File: src/rtl/rinse_cycle.sv
// Rinse stage of a washer controller: repeated fill/agitate/drain passes, a final spin,
// then a held rinse-complete flag. Sensor waits are bounded by timeouts that latch a fault.
module rinse_cycle #(
  parameter int AGITATE_TICKS = 300,
  parameter int REV_PERIOD    = 30,
  parameter int FILL_TIMEOUT  = 200,
  parameter int DRAIN_TIMEOUT = 200,
  parameter int SPIN_TICKS    = 150,
  parameter int NUM_RINSES    = 2
) (
  input  logic CLK,
  input  logic Reset,
  input  logic Start,
  input  logic WaterFull,
  input  logic WaterEmpty,
  output logic FillValve,
  output logic DrainValve,
  output logic MotorOn,
  output logic Reverse,
  output logic T2r,
  output logic Fault
);

  typedef enum logic [2:0] {IDLE, FILL, AGITATE, DRAIN, SPIN, DONE, FAULT} state_t;

  typedef struct packed {
    logic fill;
    logic drain;
    logic motor;
    logic rev;
    logic t2r;
    logic fault;
  } outs_t;

  localparam logic [9:0] FILL_LAST  = 10'(FILL_TIMEOUT - 1);
  localparam logic [9:0] AGIT_LAST  = 10'(AGITATE_TICKS - 1);
  localparam logic [9:0] DRAIN_LAST = 10'(DRAIN_TIMEOUT - 1);
  localparam logic [9:0] SPIN_LAST  = 10'(SPIN_TICKS - 1);
  localparam logic [9:0] REV_LAST   = 10'(REV_PERIOD - 1);
  localparam logic [2:0] RINSE_LAST = 3'(NUM_RINSES - 1);

  state_t     state, nxt;
  logic [9:0] phase;
  logic [9:0] rev_cnt;
  logic [2:0] rinse;
  logic       rinse_inc;
  outs_t      outs, outs_n;

  // Actuator pattern for the first cycle of a state; Reverse is patched in below for AGITATE.
  function automatic outs_t decode(input state_t s);
    outs_t o;
    o = '0;
    case (s)
      FILL:    o.fill  = 1'b1;
      AGITATE: o.motor = 1'b1;
      DRAIN:   o.drain = 1'b1;
      SPIN:    begin o.drain = 1'b1; o.motor = 1'b1; end
      DONE:    o.t2r   = 1'b1;
      FAULT:   o.fault = 1'b1;
      default: o = '0;
    endcase
    return o;
  endfunction

  always_comb begin
    // NOTE: every variable gets a default before the case so no path leaves it unassigned (no latch).
    nxt       = state;
    rinse_inc = 1'b0;
    case (state)
      IDLE:    if (Start) nxt = FILL;
      FILL: begin
        if (!Start)                  nxt = IDLE;
        else if (WaterFull)          nxt = AGITATE;
        else if (phase == FILL_LAST) nxt = FAULT;
      end
      AGITATE: begin
        if (!Start)                  nxt = IDLE;
        else if (phase == AGIT_LAST) nxt = DRAIN;
      end
      DRAIN: begin
        if (!Start) nxt = IDLE;
        else if (WaterEmpty) begin
          if (rinse == RINSE_LAST) nxt = SPIN;
          else begin
            nxt       = FILL;
            rinse_inc = 1'b1;
          end
        end else if (phase == DRAIN_LAST) nxt = FAULT;
      end
      SPIN: begin
        if (!Start)                  nxt = IDLE;
        else if (phase == SPIN_LAST) nxt = DONE;
      end
      DONE, FAULT: if (!Start) nxt = IDLE;
      default:     nxt = IDLE;
    endcase

    // Direction flips after each full REV_PERIOD spent agitating; entry always starts forward.
    outs_n = decode(nxt);
    if (state == AGITATE && nxt == AGITATE)
      outs_n.rev = (rev_cnt == REV_LAST) ? !outs.rev : outs.rev;
  end

  always_ff @(posedge CLK) begin
    // NOTE: sequential state uses non-blocking assignments so all registers update from pre-edge values.
    if (Reset) begin
      state   <= IDLE;
      phase   <= '0;
      rev_cnt <= '0;
      rinse   <= '0;
      outs    <= '0;
    end else begin
      state <= nxt;
      outs  <= outs_n;

      // Saturating so a long dwell can never wrap back onto a terminal count.
      if (nxt != state)     phase <= '0;
      else if (phase != '1) phase <= phase + 10'd1;

      if (state == AGITATE && nxt == AGITATE && rev_cnt != REV_LAST)
        rev_cnt <= rev_cnt + 10'd1;
      else
        rev_cnt <= '0;

      if (state == IDLE)  rinse <= '0;
      else if (rinse_inc) rinse <= rinse + 3'd1;
    end
  end

  assign FillValve  = outs.fill;
  assign DrainValve = outs.drain;
  assign MotorOn    = outs.motor;
  assign Reverse    = outs.rev;
  assign T2r        = outs.t2r;
  assign Fault      = outs.fault;

endmodule

File: config.mk
export PLATFORM = sky130hd
export DESIGN_NAME = rinse_cycle
export DESIGN_NICKNAME = d
export VERILOG_FILES = /design/src/rtl/rinse_cycle.sv
export SDC_FILE = /design/constraint.sdc
export NUM_CORES = 1
export LEC_CHECK = 0
export ABC_CLOCK_PERIOD_IN_PS = 6100
export CORE_MARGIN = 3
export CORE_UTILIZATION = 62
export CTS_CLUSTER_SIZE = 25
export DETAILED_ROUTE_END_ITERATION = 16
export GPL_TIMING_DRIVEN = 0
export HOLD_SLACK_MARGIN = 0.03
export PLACE_DENSITY = 0.88
export SETUP_SLACK_MARGIN = 0.02
export SYNTH_ARGS = -nofsm -noshare
export SYNTH_HDL_FRONTEND = slang
export SYNTH_SLANG_ARGS = --single-unit
File: constraint.sdc
create_clock -name CLK -period 6.1 [get_ports CLK]
set_clock_uncertainty 0.15 [all_clocks]
set_input_delay 0.915 -clock CLK [delete_from_list [all_inputs] [get_ports CLK]]
set_output_delay 0.915 -clock CLK [all_outputs]
set_load 0.05 [all_outputs]
==> qor.csv <==
metric;value;unit
TritonCTS buffer count;5;
wirelength, routed;3440;microns
Core Box Area;2540;sq um
Die Span X;58.5;microns
residual DRC count;0;
clock power share;0.397;
Net Count, Synth;204;
fmax;334;MHz
Mapped Cells;192;
CP endpoint kind;flop;
Logic pwr share;0.065;
CTS tree;done;
Sum Neg Setup Slack;0;ns
max_cap viols;0;
Pre-antenna DRT Iters;4;
Synth area leader;dfxtp_1;
commonest non-fill, non-tap cell in the layout;dfxtp_1;
Rel. slew slack;0.618;
DR iter-0 viols;35;
Congestion Overflow GR;0;
mapped cell area;1710;sq um
CP cell instances;clkdlybuf4s50_1 -> nand2_1 -> nor4b_1 -> a211oi_2 -> a21o_2 -> or4b_4 -> buf_6 -> nor3_2;
register bit total from synthesis;32;
I/O pin count;11;
Placement Setup Slack;2.78;ns
highest metal used;met4;
status;complete, no violations;
RSZ-0062 raised after global routing;no;
fraction of layout cells with a size suffix above 1;0.143;
most used cells in the layout excluding fill and tap cells;32 x dfxtp_1, 26 x nor2_1, 13 x nand2_1;
Clock Path Buffers;2;
sw frac;0.222;
total setup buffers inserted after CTS;0;
initial antenna violation count;0;
Die ar.;3430;sq um
Critical Path RT;6.22;ns
power share of the sequential group;0.538;
largest net degree at the start of global routing;11;
syn avg cell area;8.91;sq um
Post-DRT Antenna Nets;0;
Total GRT Usage;0.228;
worst setup margin;3.11;ns
area post-placement;1850;sq um
Vias;1442;
row count;18;
Die Span Y;58.5;microns
Area contributors post-synth;dfxtp_1 37%, nor2_1 5.7%, ha_1 5.1%;
Net Switching;0.0877;mW
Fin Hold WS;0.373;ns
first-pass GRT wire length;5950;microns
Crit path max-delay family;simple AND/OR/NAND/NOR gates;
nets@finish;221;
crit path launch;WaterEmpty;
area delta synth->final;12.5;%
period utilization;0.491;
sequential area share after synthesis;0.374;
Post-synth top flop;dfxtp_1;
CTS Root Cell;clkbuf_4;
Met1 Wirelength;1480;microns
Final Hold Vio Count;0;
H-tree depth;2;
Power Internal;0.307;mW
RD Place Congestion;0.862;
R2R Setup Slk;3.57;ns
Via density;6.01;
Pleak;0.713;nW
total power;0.395;mW
VDD IR max;241;uV
I/O Buffers;10;
reg-to-reg startpoint;phase[2];
Worst-path clk slew;0.10;ns
critical path class;primary input to flop;
final instance area;1930;sq um
worst min path class;flop to flop;
# diodes;0;
Yosys warning count;0;
starting density of the core;0.673;
vias in the first global route;1366;
met3 wire len;181;microns
Netlist cell types;53;
hpwl dp;2620;microns
worst slew pin tran;0.568;ns
Async S/R FF share, synth;0;
metal2 WL;1730;microns
Skew-Pair Late Insertion Delay;0.33;ns
number of synthesized flops with an enable pin;0;
hold_sp;rinse[2];
Resized Gates After CTS;0;
Critical Path Max Stage Delay;0.53;ns
worst-path fanout max;10;
Pwr Density;205;nW/um^2
CP Launch Type;primary input;
fillcell total;194;
slowest cell on the critical path;clkdlybuf4s50_1;
CP bufs+invs;2;
clk sinks;32;
final-report max-slew violation count;0;
Final min period;2.99;ns
wire length per cell;14.3;microns
hold_buf cts;0;
Final setup viols;0;
CP Data Arrival Time;3.11;ns
post-synth top area share;0.374;
## path summary, 6_finish.rpt
kind / to / depth (start not counted)
max: rev_cnt[5] / 8
min: rinse[2] / 2
max reg2reg: rev_cnt[5] / 8
min reg2reg: rinse[2] / 2
## stage by stage
step / utilization / instances
after floorplan: - / 192
after global placement: 0.727 / 232
after detailed placement: 0.727 / 232
after CTS: 0.757 / 240
after global routing: 0.757 / 240
final: 0.757 / 240
## cell families after synthesis
| logic type | share of synthesized area |
|---|---|
| fa+ha+maj | 0.0512 |
| simple gates | 0.333 |
| buf+inv | 0.0373 |
| compound gates | 0.116 |
| mux | 0.00585 |
| flops | 0.374 |
| xor+xnor | 0.0819 |
## cell usage after synthesis (2+ instances only)
cell and instances:
a2111oi_0 2, a21oi_1 2, a31oi_1 3, and3_1 3
and3b_1 2, buf_2 3, dfxtp_1 32, ha_1 7
inv_1 8, nand2_1 13, nand3_1 11, nor2_1 26
nor2b_1 4, nor3_1 7, nor3_2 4, nor3b_1 3
nor4_1 4, nor4b_1 3, o21ai_0 5, or2_2 2
or3b_2 2, xnor2_1 7, xor2_1 9
## power groups by stage
stage / sequential, mW / clock, mW / combinational, mW
finish: 0.213 / 0.157 / 0.0258
CTS: 0.213 / 0.163 / 0.0257
detailed placement: 0.217 / 0 / 0.0256
global route: 0.213 / 0.171 / 0.0282
floorplan: 0.219 / 0 / 0.0145
global placement: 0.217 / 0 / 0.0245
## flip-flops by register name, summed over array words and instances (netlist names)
register    flops
rinse           3
Fault           1
state           3
T2r             1
Reverse         1
FillValve       1
phase          10
rev_cnt        10
DrainValve      1
MotorOn         1
## area by class of cell
type | count | area [sq um] | share of cell area
Multi-Input combinational cell | 146 | 1010 | 0.523
Sequential cell | 32 | 641 | 0.333
Buffer | 6 | 33.8 | 0.0175
Tap cell | 30 | 37.5 | 0.0195
Timing Repair Buffer | 10 | 100 | 0.0520
Clock buffer | 6 | 41.3 | 0.0214
Inverter | 8 | 30.0 | 0.0156
Clock inverter | 2 | 35.0 | 0.0182
## per-layer routing
layer / GRT usage / vias up
met5: 0 / -
met4: 0.103 / 0
met3: 0.0636 / 6
met2: 0.376 / 40
met1: 0.275 / 675
li1: - / 721
## worst min-delay path, delay by kind of cell, from the launching register on
kind / cells / cell delay, ns
flops: 1 / 0.35
xor+xnor: 1 / 0.07
simple gates: 1 / 0.08
(Power assumes the default switching activity.)
